--- src/rtl/pkg_config.sv ---
// Core-wide configuration: datapath width, ALU opcode encodings and the
// opcode legality helper shared by the ALU and its arbiter.
package pkg_config;

    localparam int DATA_WIDTH = 32;

    typedef logic [5:0] alu_op_t;

    localparam alu_op_t OP_ALU_ADD  = 6'h00;
    localparam alu_op_t OP_ALU_SUB  = 6'h01;
    localparam alu_op_t OP_ALU_SLL  = 6'h02;
    localparam alu_op_t OP_ALU_SLT  = 6'h03;
    localparam alu_op_t OP_ALU_SLTU = 6'h04;
    localparam alu_op_t OP_ALU_XOR  = 6'h05;
    localparam alu_op_t OP_ALU_SRL  = 6'h06;
    localparam alu_op_t OP_ALU_SRA  = 6'h07;
    localparam alu_op_t OP_ALU_OR   = 6'h08;
    localparam alu_op_t OP_ALU_AND  = 6'h09;

    function automatic logic alu_op_is_legal(alu_op_t op);
        case (op)
            OP_ALU_ADD, OP_ALU_SUB, OP_ALU_SLL, OP_ALU_SLT, OP_ALU_SLTU,
            OP_ALU_XOR, OP_ALU_SRL, OP_ALU_SRA, OP_ALU_OR, OP_ALU_AND:
                return 1'b1;
            default:
                return 1'b0;
        endcase
    endfunction

endpackage

--- src/rtl/alu_unit.sv ---
// RV32I integer ALU, purely combinational. Unknown opcodes produce 'x, so
// callers must screen the opcode before trusting the result.
module alu_unit
    import pkg_config::*;
(
    input  logic [5:0]            op_i,
    input  logic [DATA_WIDTH-1:0] a_i,
    input  logic [DATA_WIDTH-1:0] b_i,
    output logic [DATA_WIDTH-1:0] result_o
);

    localparam int SHW = $clog2(DATA_WIDTH);

    logic [SHW-1:0] shamt;

    assign shamt = b_i[SHW-1:0];

    always_comb begin
        case (op_i)
            OP_ALU_ADD:  result_o = a_i + b_i;
            OP_ALU_SUB:  result_o = a_i - b_i;
            OP_ALU_SLL:  result_o = a_i << shamt;
            OP_ALU_SLT:  result_o = DATA_WIDTH'($signed(a_i) < $signed(b_i));
            OP_ALU_SLTU: result_o = DATA_WIDTH'(a_i < b_i);
            OP_ALU_XOR:  result_o = a_i ^ b_i;
            OP_ALU_SRL:  result_o = a_i >> shamt;
            OP_ALU_SRA:  result_o = $unsigned($signed(a_i) >>> shamt);
            OP_ALU_OR:   result_o = a_i | b_i;
            OP_ALU_AND:  result_o = a_i & b_i;
            default:     result_o = 'x;
        endcase
    end

endmodule

--- src/rtl/rr_picker.sv ---
// Round-robin picker: grants the first set request at or after the pointer,
// wrapping modulo N. Index is 0 when nothing is requested.
module rr_picker #(
    parameter int N = 2
) (
    input  logic [N-1:0]         req_i,
    input  logic [$clog2(N)-1:0] ptr_i,
    output logic [N-1:0]         gnt_o,
    output logic [$clog2(N)-1:0] idx_o,
    output logic                 any_o
);

    localparam int IW = $clog2(N);

    // NOTE: every output gets a default before the scan so no path through
    // this block leaves a variable unassigned, which would infer a latch.
    always_comb begin
        int j;
        gnt_o = '0;
        idx_o = '0;
        any_o = 1'b0;
        for (int k = 0; k < N; k++) begin
            j = int'(ptr_i) + k;
            if (j >= N) begin
                j = j - N;
            end
            if (!any_o && req_i[j]) begin
                any_o    = 1'b1;
                gnt_o[j] = 1'b1;
                idx_o    = IW'(j);
            end
        end
    end

endmodule

--- src/rtl/alu_share_arbiter.sv ---
// Shares one alu_unit among NUM_REQ valid/ready requesters with round-robin
// arbitration and a single registered, tagged response channel.
module alu_share_arbiter
    import pkg_config::*;
#(
    parameter int NUM_REQ = 2,
    parameter int TAG_W   = 4
) (
    input  logic                          clk_i,
    input  logic                          rst_i,
    input  logic [NUM_REQ-1:0]            req_valid_i,
    output logic [NUM_REQ-1:0]            req_ready_o,
    input  logic [NUM_REQ*6-1:0]          req_op_i,
    input  logic [NUM_REQ*DATA_WIDTH-1:0] req_a_i,
    input  logic [NUM_REQ*DATA_WIDTH-1:0] req_b_i,
    input  logic [NUM_REQ*TAG_W-1:0]      req_tag_i,
    output logic                          rsp_valid_o,
    input  logic                          rsp_ready_i,
    output logic [DATA_WIDTH-1:0]         rsp_data_o,
    output logic [$clog2(NUM_REQ)-1:0]    rsp_id_o,
    output logic [TAG_W-1:0]              rsp_tag_o,
    output logic                          rsp_err_o
);

    localparam int IDW = $clog2(NUM_REQ);

    logic                  rsp_valid_q, rsp_valid_d;
    logic [DATA_WIDTH-1:0] rsp_data_q,  rsp_data_d;
    logic [IDW-1:0]        rsp_id_q,    rsp_id_d;
    logic [TAG_W-1:0]      rsp_tag_q,   rsp_tag_d;
    logic                  rsp_err_q,   rsp_err_d;
    logic [IDW-1:0]        rr_ptr_q,    rr_ptr_d;

    logic                  grant_en;
    logic [NUM_REQ-1:0]    gnt;
    logic [IDW-1:0]        gnt_idx;
    logic                  gnt_any;
    int                    sel;
    alu_op_t               sel_op;
    logic [DATA_WIDTH-1:0] sel_a;
    logic [DATA_WIDTH-1:0] sel_b;
    logic [TAG_W-1:0]      sel_tag;
    logic [DATA_WIDTH-1:0] alu_result;
    logic                  op_legal;

    // Grants depend only on valids and the free slot, never on payloads.
    assign grant_en = !rst_i && (!rsp_valid_q || rsp_ready_i);

    rr_picker #(.N(NUM_REQ)) u_picker (
        .req_i (req_valid_i & {NUM_REQ{grant_en}}),
        .ptr_i (rr_ptr_q),
        .gnt_o (gnt),
        .idx_o (gnt_idx),
        .any_o (gnt_any)
    );

    assign req_ready_o = gnt;

    assign sel     = int'(gnt_idx);
    assign sel_op  = req_op_i[6*sel +: 6];
    assign sel_a   = req_a_i[DATA_WIDTH*sel +: DATA_WIDTH];
    assign sel_b   = req_b_i[DATA_WIDTH*sel +: DATA_WIDTH];
    assign sel_tag = req_tag_i[TAG_W*sel +: TAG_W];

    alu_unit u_alu (
        .op_i     (sel_op),
        .a_i      (sel_a),
        .b_i      (sel_b),
        .result_o (alu_result)
    );

    assign op_legal = alu_op_is_legal(sel_op);

    always_comb begin
        rsp_valid_d = rsp_valid_q;
        rsp_data_d  = rsp_data_q;
        rsp_id_d    = rsp_id_q;
        rsp_tag_d   = rsp_tag_q;
        rsp_err_d   = rsp_err_q;
        rr_ptr_d    = rr_ptr_q;
        if (gnt_any) begin
            rsp_valid_d = 1'b1;
            // Mask the ALU's 'x for illegal ops so no X reaches the consumer.
            rsp_data_d  = op_legal ? alu_result : '0;
            rsp_err_d   = !op_legal;
            rsp_id_d    = gnt_idx;
            rsp_tag_d   = sel_tag;
            rr_ptr_d    = (gnt_idx == IDW'(NUM_REQ - 1)) ? '0 : gnt_idx + IDW'(1);
        end else if (rsp_ready_i) begin
            rsp_valid_d = 1'b0;
        end
    end

    // NOTE: state registers use non-blocking assignments so every flop samples
    // the pre-edge values and simulation order cannot change the result.
    always_ff @(posedge clk_i) begin
        if (rst_i) begin
            rsp_valid_q <= 1'b0;
            rsp_data_q  <= '0;
            rsp_id_q    <= '0;
            rsp_tag_q   <= '0;
            rsp_err_q   <= 1'b0;
            rr_ptr_q    <= '0;
        end else begin
            rsp_valid_q <= rsp_valid_d;
            rsp_data_q  <= rsp_data_d;
            rsp_id_q    <= rsp_id_d;
            rsp_tag_q   <= rsp_tag_d;
            rsp_err_q   <= rsp_err_d;
            rr_ptr_q    <= rr_ptr_d;
        end
    end

    assign rsp_valid_o = rsp_valid_q;
    assign rsp_data_o  = rsp_data_q;
    assign rsp_id_o    = rsp_id_q;
    assign rsp_tag_o   = rsp_tag_q;
    assign rsp_err_o   = rsp_err_q;

endmodule

--- config.mk ---
export PLATFORM = sky130hd
export DESIGN_NAME = alu_share_arbiter
export DESIGN_NICKNAME = d
export VERILOG_FILES = /design/src/rtl/pkg_config.sv /design/src/rtl/alu_unit.sv /design/src/rtl/rr_picker.sv /design/src/rtl/alu_share_arbiter.sv
export SDC_FILE = /design/constraint.sdc
export NUM_CORES = 1
export LEC_CHECK = 0
export CAP_MARGIN = 20
export CORE_MARGIN = 5
export CORE_UTILIZATION = 30
export CTS_CLUSTER_DIAMETER = 80
export DETAILED_ROUTE_END_ITERATION = 12
export HOLD_SLACK_MARGIN = 0.1
export RECOVER_POWER = 50
export SKIP_CTS_REPAIR_TIMING = 1
export SYNTH_ARGS = -nofsm -noshare
export SYNTH_HDL_FRONTEND = slang
export SYNTH_SLANG_ARGS = --single-unit
--- constraint.sdc ---
create_clock -name clk_i -period 10.2 [get_ports clk_i]
set_clock_uncertainty 0.2 [all_clocks]
set_input_delay 1.53 -clock clk_i [delete_from_list [all_inputs] [get_ports clk_i]]
set_output_delay 1.53 -clock clk_i [all_outputs]
set_load 0.005 [all_outputs]
; ---- Word-level counts from Yosys, hierarchy flattened
; Memory sizes are Yosys's and may differ from the RTL's.
; Index checks and enable logic that the tools add are counted.
[op_classes]
addsub = 6
multipliers = 1
n_lt_le_gt_ge = 8
n_eq_ne = 9
n_shift = 7
n_mux = 24
bitwise_logic = 5
n_reduce_logical = 12
[ops]
columns = op, count
row1 = 32-bit case mux with 10 select lines, 1
row2 = 64-bit by 7-bit variable part select with 32-bit output, 2
row3 = 32-bit two-way mux, 3
row4 = "32-bit by 1-bit >= comparator with 1-bit output, second input constant", 2
row5 = "32-bit by 3-bit < comparator with 1-bit output, second input constant", 2
row6 = 32-bit < comparator, 2
row7 = 32-bit adder, 1
row8 = 32-bit AND, 1
row9 = "32-bit by 3-bit >= comparator with 1-bit output, second input constant", 1
row10 = 32-bit OR, 1
row11 = 32-bit by 5-bit << shifter with 32-bit output, 1
row12 = 32-bit by 5-bit >> shifter with 32-bit output, 1
row13 = 32-bit by 5-bit >>> shifter with 32-bit output, 1
row14 = "32-bit by 3-bit subtractor with 32-bit output, second input constant", 1
row15 = 32-bit subtractor, 1
row16 = 32-bit XOR, 1
row17 = "6-bit by 3-bit equality test with 1-bit output, second input constant", 4
row18 = 1-bit two-way mux, 16
row19 = "6-bit by 2-bit equality test with 1-bit output, second input constant", 2
row20 = "6-bit by 4-bit equality test with 1-bit output, second input constant", 2
row21 = 12-bit by 5-bit variable part select with 6-bit output, 1
row22 = 8-bit by 4-bit variable part select with 4-bit output, 1
row23 = "6-bit by 1-bit equality test with 1-bit output, second input constant", 1
row24 = 6-bit zero test, 1
row25 = other kinds (14), 22
[word_totals]
register_bits = 40
rom_bits = 16
in_bits = 153
word_cells = 79
n_memories = 1
[mem_list]
columns = name, depth, word_bits, rd, rd_ports_with_merged_regs, write_ports, line_no
row1 = (name not given), 16, 1, 1, 0, 0, pkg_config.sv:21  ; case (op)

; ---- Longest topological paths before layout
[depth]
depth_word = 16
mapped_depth = 24
ltp_nobuf = 17

; ---- Modules after synthesis
; Synthesis repeated with hierarchy kept, for this count alone.
[unflattened]
hier_cells = 1594
hier_area_um2 = 11743.8
[by_module_without_submodules]
columns = module, instances, cells_each, area_each_um2, seq_area_each_um2
row1 = alu_unit, 1, 1324, 9130.0, 0.0
row2 = alu_share_arbiter, 1, 265, 2581.2, 800.8
row3 = rr_picker, 1, 5, 32.5, 0.0

; ---- Worst setup path after synthesis
; OpenSTA, ideal clock, no wires.
[synth_timing]
kind = input to register
startpoint = input rsp_ready_i
endpoint = register rsp_data_q[31] (netlist: rsp_data_o[31])
setup_ns = 0.134
arrival_ns = 6.105
required_time_ns = 9.866
slack_ns = 3.761
stages = 24
path_buffers = 8
path_cell_list = nor2b_1 > buf_6 > or4_4 > buf_6 > inv_4 > buf_6 > buf_2 > buf_2 > clkbuf_1 > buf_1 > nand2_1 > nand2_1 > ha_1 > clkbuf_1 > inv_1 > nand2_1 > or4b_2 > o21ai_1 > o21ai_0 > o21ai_1 > a41oi_1 > mux2_2 > a21oi_1 > a211oi_1
[synth_via]
elab_chain_cells = 15
elab_cells_between_ends = 42
[synth_rtl]
columns = item, line_no
row1 = "start, declared", alu_share_arbiter.sv:18  ; input logic rsp_ready_i,
row2 = 1-bit logical OR *, alu_share_arbiter.sv:47  ; assign grant_en = !rst_i && (!rsp_valid_q || rsp_ready_i);
row3 = 1-bit logical AND *, alu_share_arbiter.sv:47
row4 = 2-bit AND *, alu_share_arbiter.sv:50  ; .req_i (req_valid_i & {NUM_REQ{grant_en}}),
row5 = branches (longest 12 deep; another with 32-bit subtractor), --
row6 = "end signal, assigned", alu_share_arbiter.sv:106  ; rsp_data_q <= rsp_data_d;
row7 = "end, declared", alu_share_arbiter.sv:28  ; logic [DATA_WIDTH-1:0] rsp_data_q, rsp_data_d;
; Every way passes the cells marked *. The select of a mux whose other input is x is not followed.
; A chain may end at the register's enable or synchronous reset.

; ---- Worst setup path in the final report
[layout_timing]
startpoint = input req_valid_i[1]
endpoint = register rsp_data_q[0] (netlist: rsp_data_o[0])
[layout_via]
elab_chain_cells = 13
elab_cells_between_ends = 42
[layout_rtl]
columns = item, line_no
row1 = "start, declared", alu_share_arbiter.sv:11  ; input logic [NUM_REQ-1:0] req_valid_i,
row2 = 2-bit AND *, alu_share_arbiter.sv:50
row3 = branches (longest 12 deep; another with 32-bit subtractor), --
; Marks and branches as above.

==> reports/summary.md <==
The detailed-route DRC error count is 0, and the slew at the pin with the worst max-slew slack is 1.05 ns. Type of element capturing the critical path: a flip-flop. The H-tree level count came out at 2.

Summed over all nets, the half-perimeter wirelength after detailed placement is 59500 um. In this run the critical register-to-register path is launched from rsp_valid_o$_SDFFE_PP0P_. The run finished with clean final reports. The number of instances in the synthesized netlist was 2038. The total of warnings raised by yosys was 0; the number of buffers and inverters on the critical path was 5. Clock latency on the worst-skew pair, taken at its later pin, is 0.31 ns. Across the run, the number of max-cap violations was 0. Total of fill cells in the finished design: 4870. Initial core utilization: 0.303.

The shortest period the worst path allows came out at 8.02 ns. The final layout contains routed wiring with a total length of 76200 um. In the final routed layout, each cell accounts on average for 28.0 um.

The slowest cell on the critical path was sky130_fd_sc_hd__mux2i_1. The post-synth design cell area is 13400 um2, and the post-CTS clock slew at the launch and capture registers of the worst setup and hold paths is 0.08 ns. The instance count on the critical path was 17.

The max-slew headroom at the worst pin was 0.300. TritonCTS built the clock tree. Setup repair after global routing left no endpoint under its margin. In this run the count of I/O pins placed on the die edge is 194. Power spread over the standard cell area amounts to 88.8 nW/um2. Required time of the critical path: 10.20 ns. In the final design database the tool counted 2381 nets. Broken down by cell family, the worst path's largest delay share belongs to buffers and inverters.

The area share of the largest cell type after synthesis is 0.113. The fraction of final layout cells sized beyond drive strength 1 came out at 0.0736. In the routed layout, each cell is associated on average with a via count of 6.13.

By area the synthesized netlist is led by sky130_fd_sc_hd__mux2i_1 11%, sky130_fd_sc_hd__nand2_1 9.1%, sky130_fd_sc_hd__ha_1 9.0%, sky130_fd_sc_hd__a21oi_1 8.2%, sky130_fd_sc_hd__dfxtp_1 6.0%. The root buffer cell chosen for the clock tree is sky130_fd_sc_hd__clkbuf_16. Worst reg-to-reg path cell count: 16. The final antenna-violating net count is 0, and the number of max-slew violations in the final report is 0. The number of nets handed over by synthesis was 2288. The worst-case setup slack after placement is 2.02 ns.

Counting flops and latches in the post-synthesis netlist gives 40. The logs give 15.6k for the via count of the first global-routing pass and 5 for the number of buffers created by CTS. The maximum clock insertion buffer count is 2. The number of antenna diodes in the final layout is 0. The floorplan step set the die width to 222 um.

The placer's final routability congestion estimate came out at 1.01. The run gives 0.00665 uW as the cell leakage power. The critical path goes through clkdlybuf4s50_1 -> inv_2 -> or4_4 -> inv_4 -> buf_12 -> mux2i_1 -> inv_1 -> ha_1 -> or2_2 -> o21ai_0 -> a2111oi_0 -> nor2_1 -> a41oi_2 -> o221ai_2 -> a221o_1 -> o21ai_0 -> a221o_1.

The largest fanout on the critical path works out to 60. The synthesized design spends more area on one cell type than any other, namely sky130_fd_sc_hd__mux2i_1. The tools report the kind of start point of the critical path as an input pin.

For the maximum ir drop on the vdd rail, the log shows 0.0580 mV. The final period utilization is 0.786. Fraction of the yosys area taken by sequential cells: 0.0596. The floorplan step defined a die boundary enclosing 49100 um2. The wire length of the first global-routing pass came out at 111000 um.

For the final routed database, the setup TNS stands at 0 ns. STA puts the critical path data arrival time at 8.01 ns. The tightest min-delay check is of the reg2reg type. Count of flip-flops with a built-in enable after synthesis: 0. Static timing analysis puts the maximum clock frequency at 0.125 GHz. Entering global routing, the biggest net connects 77 pins. The final-report hold violation count came out at 0. After floorplanning, the core was divided into 77 placement rows.

The detailed router finished its first iteration with 2215 violations. For this run, the detailed router's first-pass iteration total came to 6. The cell depth of the worst hold path came out at 2.

Summed over all layers, the global routing overflow is 0. The most frequently used flop master after synthesis is sky130_fd_sc_hd__dfxtp_1. The run gives 2.18 ns as the post-route worst setup slack.

The count of unique library cells instantiated by Yosys was 86; the final number of setup-violating endpoints was 0. The initial antenna violation count came out at 0. The critical path startpoint is req_valid_i[1].

Input and output buffers added on the ports amount to 193. The share of synthesized registers carrying an async set or reset is 0. Averaged over all synthesized cells, the footprint is 6.60 um2. The clock drives 40 sinks. The startpoint identified for the worst hold timing path is rsp_data_o[16]$_SDFFE_PP0P_. The total routing resource utilization after global routing was 0.293. The area growth from synthesis to layout is 18.6%. The worst stage delay on the critical path is 0.74 ns. The detailed router placed 16.7k vias in this run. Critical setup path kind: in2reg. The die height was 222 um; the area inside the core boundary was 44300 um2.
-- cells in the final DEF, fill, tap and decap left out, drive strengths merged, types with 48 or more instances in the layout --
| cell type | n |
|---|---|
| mux2 | 48 |
| o21ai | 126 |
| nand2 | 326 |
| ha | 97 |
| clkdlybuf4s50 | 152 |
| nor2 | 183 |
| nand3 | 49 |
| inv | 107 |
| a21oi | 219 |
| mux2i | 155 |
-- worst reg2reg max path, cell delays in order, from the launching register on --
cell and delay (ns):
sky130_fd_sc_hd__dfxtp_1 0.30, sky130_fd_sc_hd__nor2b_1 0.20, sky130_fd_sc_hd__or4_4 0.65, sky130_fd_sc_hd__inv_4 0.64, sky130_fd_sc_hd__buf_12 0.44, sky130_fd_sc_hd__mux2i_1 0.78
sky130_fd_sc_hd__inv_1 0.15, sky130_fd_sc_hd__ha_1 0.52, sky130_fd_sc_hd__or2_2 0.39, sky130_fd_sc_hd__o21ai_0 0.40, sky130_fd_sc_hd__a2111oi_0 0.17, sky130_fd_sc_hd__nor2_1 0.46
sky130_fd_sc_hd__a41oi_2 0.36, sky130_fd_sc_hd__o221ai_2 0.30, sky130_fd_sc_hd__a221o_1 0.17, sky130_fd_sc_hd__o21ai_0 0.07, sky130_fd_sc_hd__a221o_1 0.29
-- flip-flops by register name, summed over array words and instances (netlist names) --
signal	cells
rsp_err_o	1
rsp_id_o	1
rsp_valid_o	1
rsp_tag_o	4
rr_ptr_q	1
rsp_data_o	32
-- cell type report --
type	count	area, um2	share of cell area
clock buffer	5	125	0.00785
inverter	108	408	0.0256
tap	592	741	0.0464
multi-input combinational	1739	11600	0.726
timing repair buffer	237	2260	0.142
clock inverter	3	42.5	0.00267
sequential	40	801	0.0502
-- cells by family (layout without fill, tap and decap cells) --
family | Yosys count | count (layout) | synth area share
simple gates | 709 | 709 | 0.230
fa+ha+maj | 97 | 97 | 0.0903
compound gates | 676 | 676 | 0.331
flops | 40 | 40 | 0.0596
mux | 216 | 216 | 0.179
xor+xnor | 41 | 41 | 0.0267
buf+inv | 259 | 353 | 0.0832
-- final timing paths --
check / to / slack [ns]
max: rsp_data_o[0]$_SDFFE_PP0P_ / 2.18
min: rsp_data_o[16]$_SDFFE_PP0P_ / 0.26
max reg2reg: rsp_data_o[0]$_SDFFE_PP0P_ / 3.58
min reg2reg: rsp_data_o[16]$_SDFFE_PP0P_ / 0.26
-- cell usage after synthesis (19+ instances only) --
cell type / n
sky130_fd_sc_hd__ha_1: 97
sky130_fd_sc_hd__a221oi_1: 19
sky130_fd_sc_hd__nor2b_1: 39
sky130_fd_sc_hd__clkbuf_1: 70
sky130_fd_sc_hd__a211oi_1: 45
sky130_fd_sc_hd__o211ai_1: 25
sky130_fd_sc_hd__xnor2_1: 38
sky130_fd_sc_hd__dfxtp_1: 40
sky130_fd_sc_hd__nor2_1: 183
sky130_fd_sc_hd__a21oi_1: 219
sky130_fd_sc_hd__nor3_1: 32
sky130_fd_sc_hd__a31oi_1: 23
sky130_fd_sc_hd__inv_1: 101
sky130_fd_sc_hd__nand2_1: 326
sky130_fd_sc_hd__mux2i_1: 152
sky130_fd_sc_hd__buf_2: 46
sky130_fd_sc_hd__buf_1: 21
sky130_fd_sc_hd__a21o_1: 21
sky130_fd_sc_hd__mux2_2: 46
sky130_fd_sc_hd__nand3_1: 49
sky130_fd_sc_hd__o21ai_0: 118
-- metrics by stage --
| stage | utilization | total power, uW | hold slack [ns] | cell area (um2) | instances |
|---|---|---|---|---|---|
| after global routing | 0.360 | 1480 | 0.281 | 15900 | 2724 |
| after floorplan | - | 805 | 0.235 | 13400 | 2038 |
| after detailed placement | 0.356 | 1180 | 0.247 | 15800 | 2715 |
| after global placement | 0.356 | 1190 | 0.240 | 15800 | 2713 |
| final | 0.360 | 1420 | 0.258 | 15900 | 2724 |
| after CTS | 0.360 | 1390 | 0.261 | 15900 | 2723 |
-- power by group --
| part | total, uW | switching, uW | internal (uW) | leakage (uW) |
|---|---|---|---|---|
| Clock | 205 | 89.0 | 116 | 0.0000798 |
| Sequential | 170 | 5.81 | 164 | 0.000325 |
| Combinational | 1040 | 675 | 367 | 0.00625 |
-- metal layers --
metal	global-route usage	up-vias	part of all wire
li1	-	7619	-
met1	0.403	8033	0.43
met2	0.464	927	0.44
met3	0.0339	130	0.072
met4	0.124	0	0.054
met5	0	-	0
Note: power is estimated with default switching activity, not from simulation.
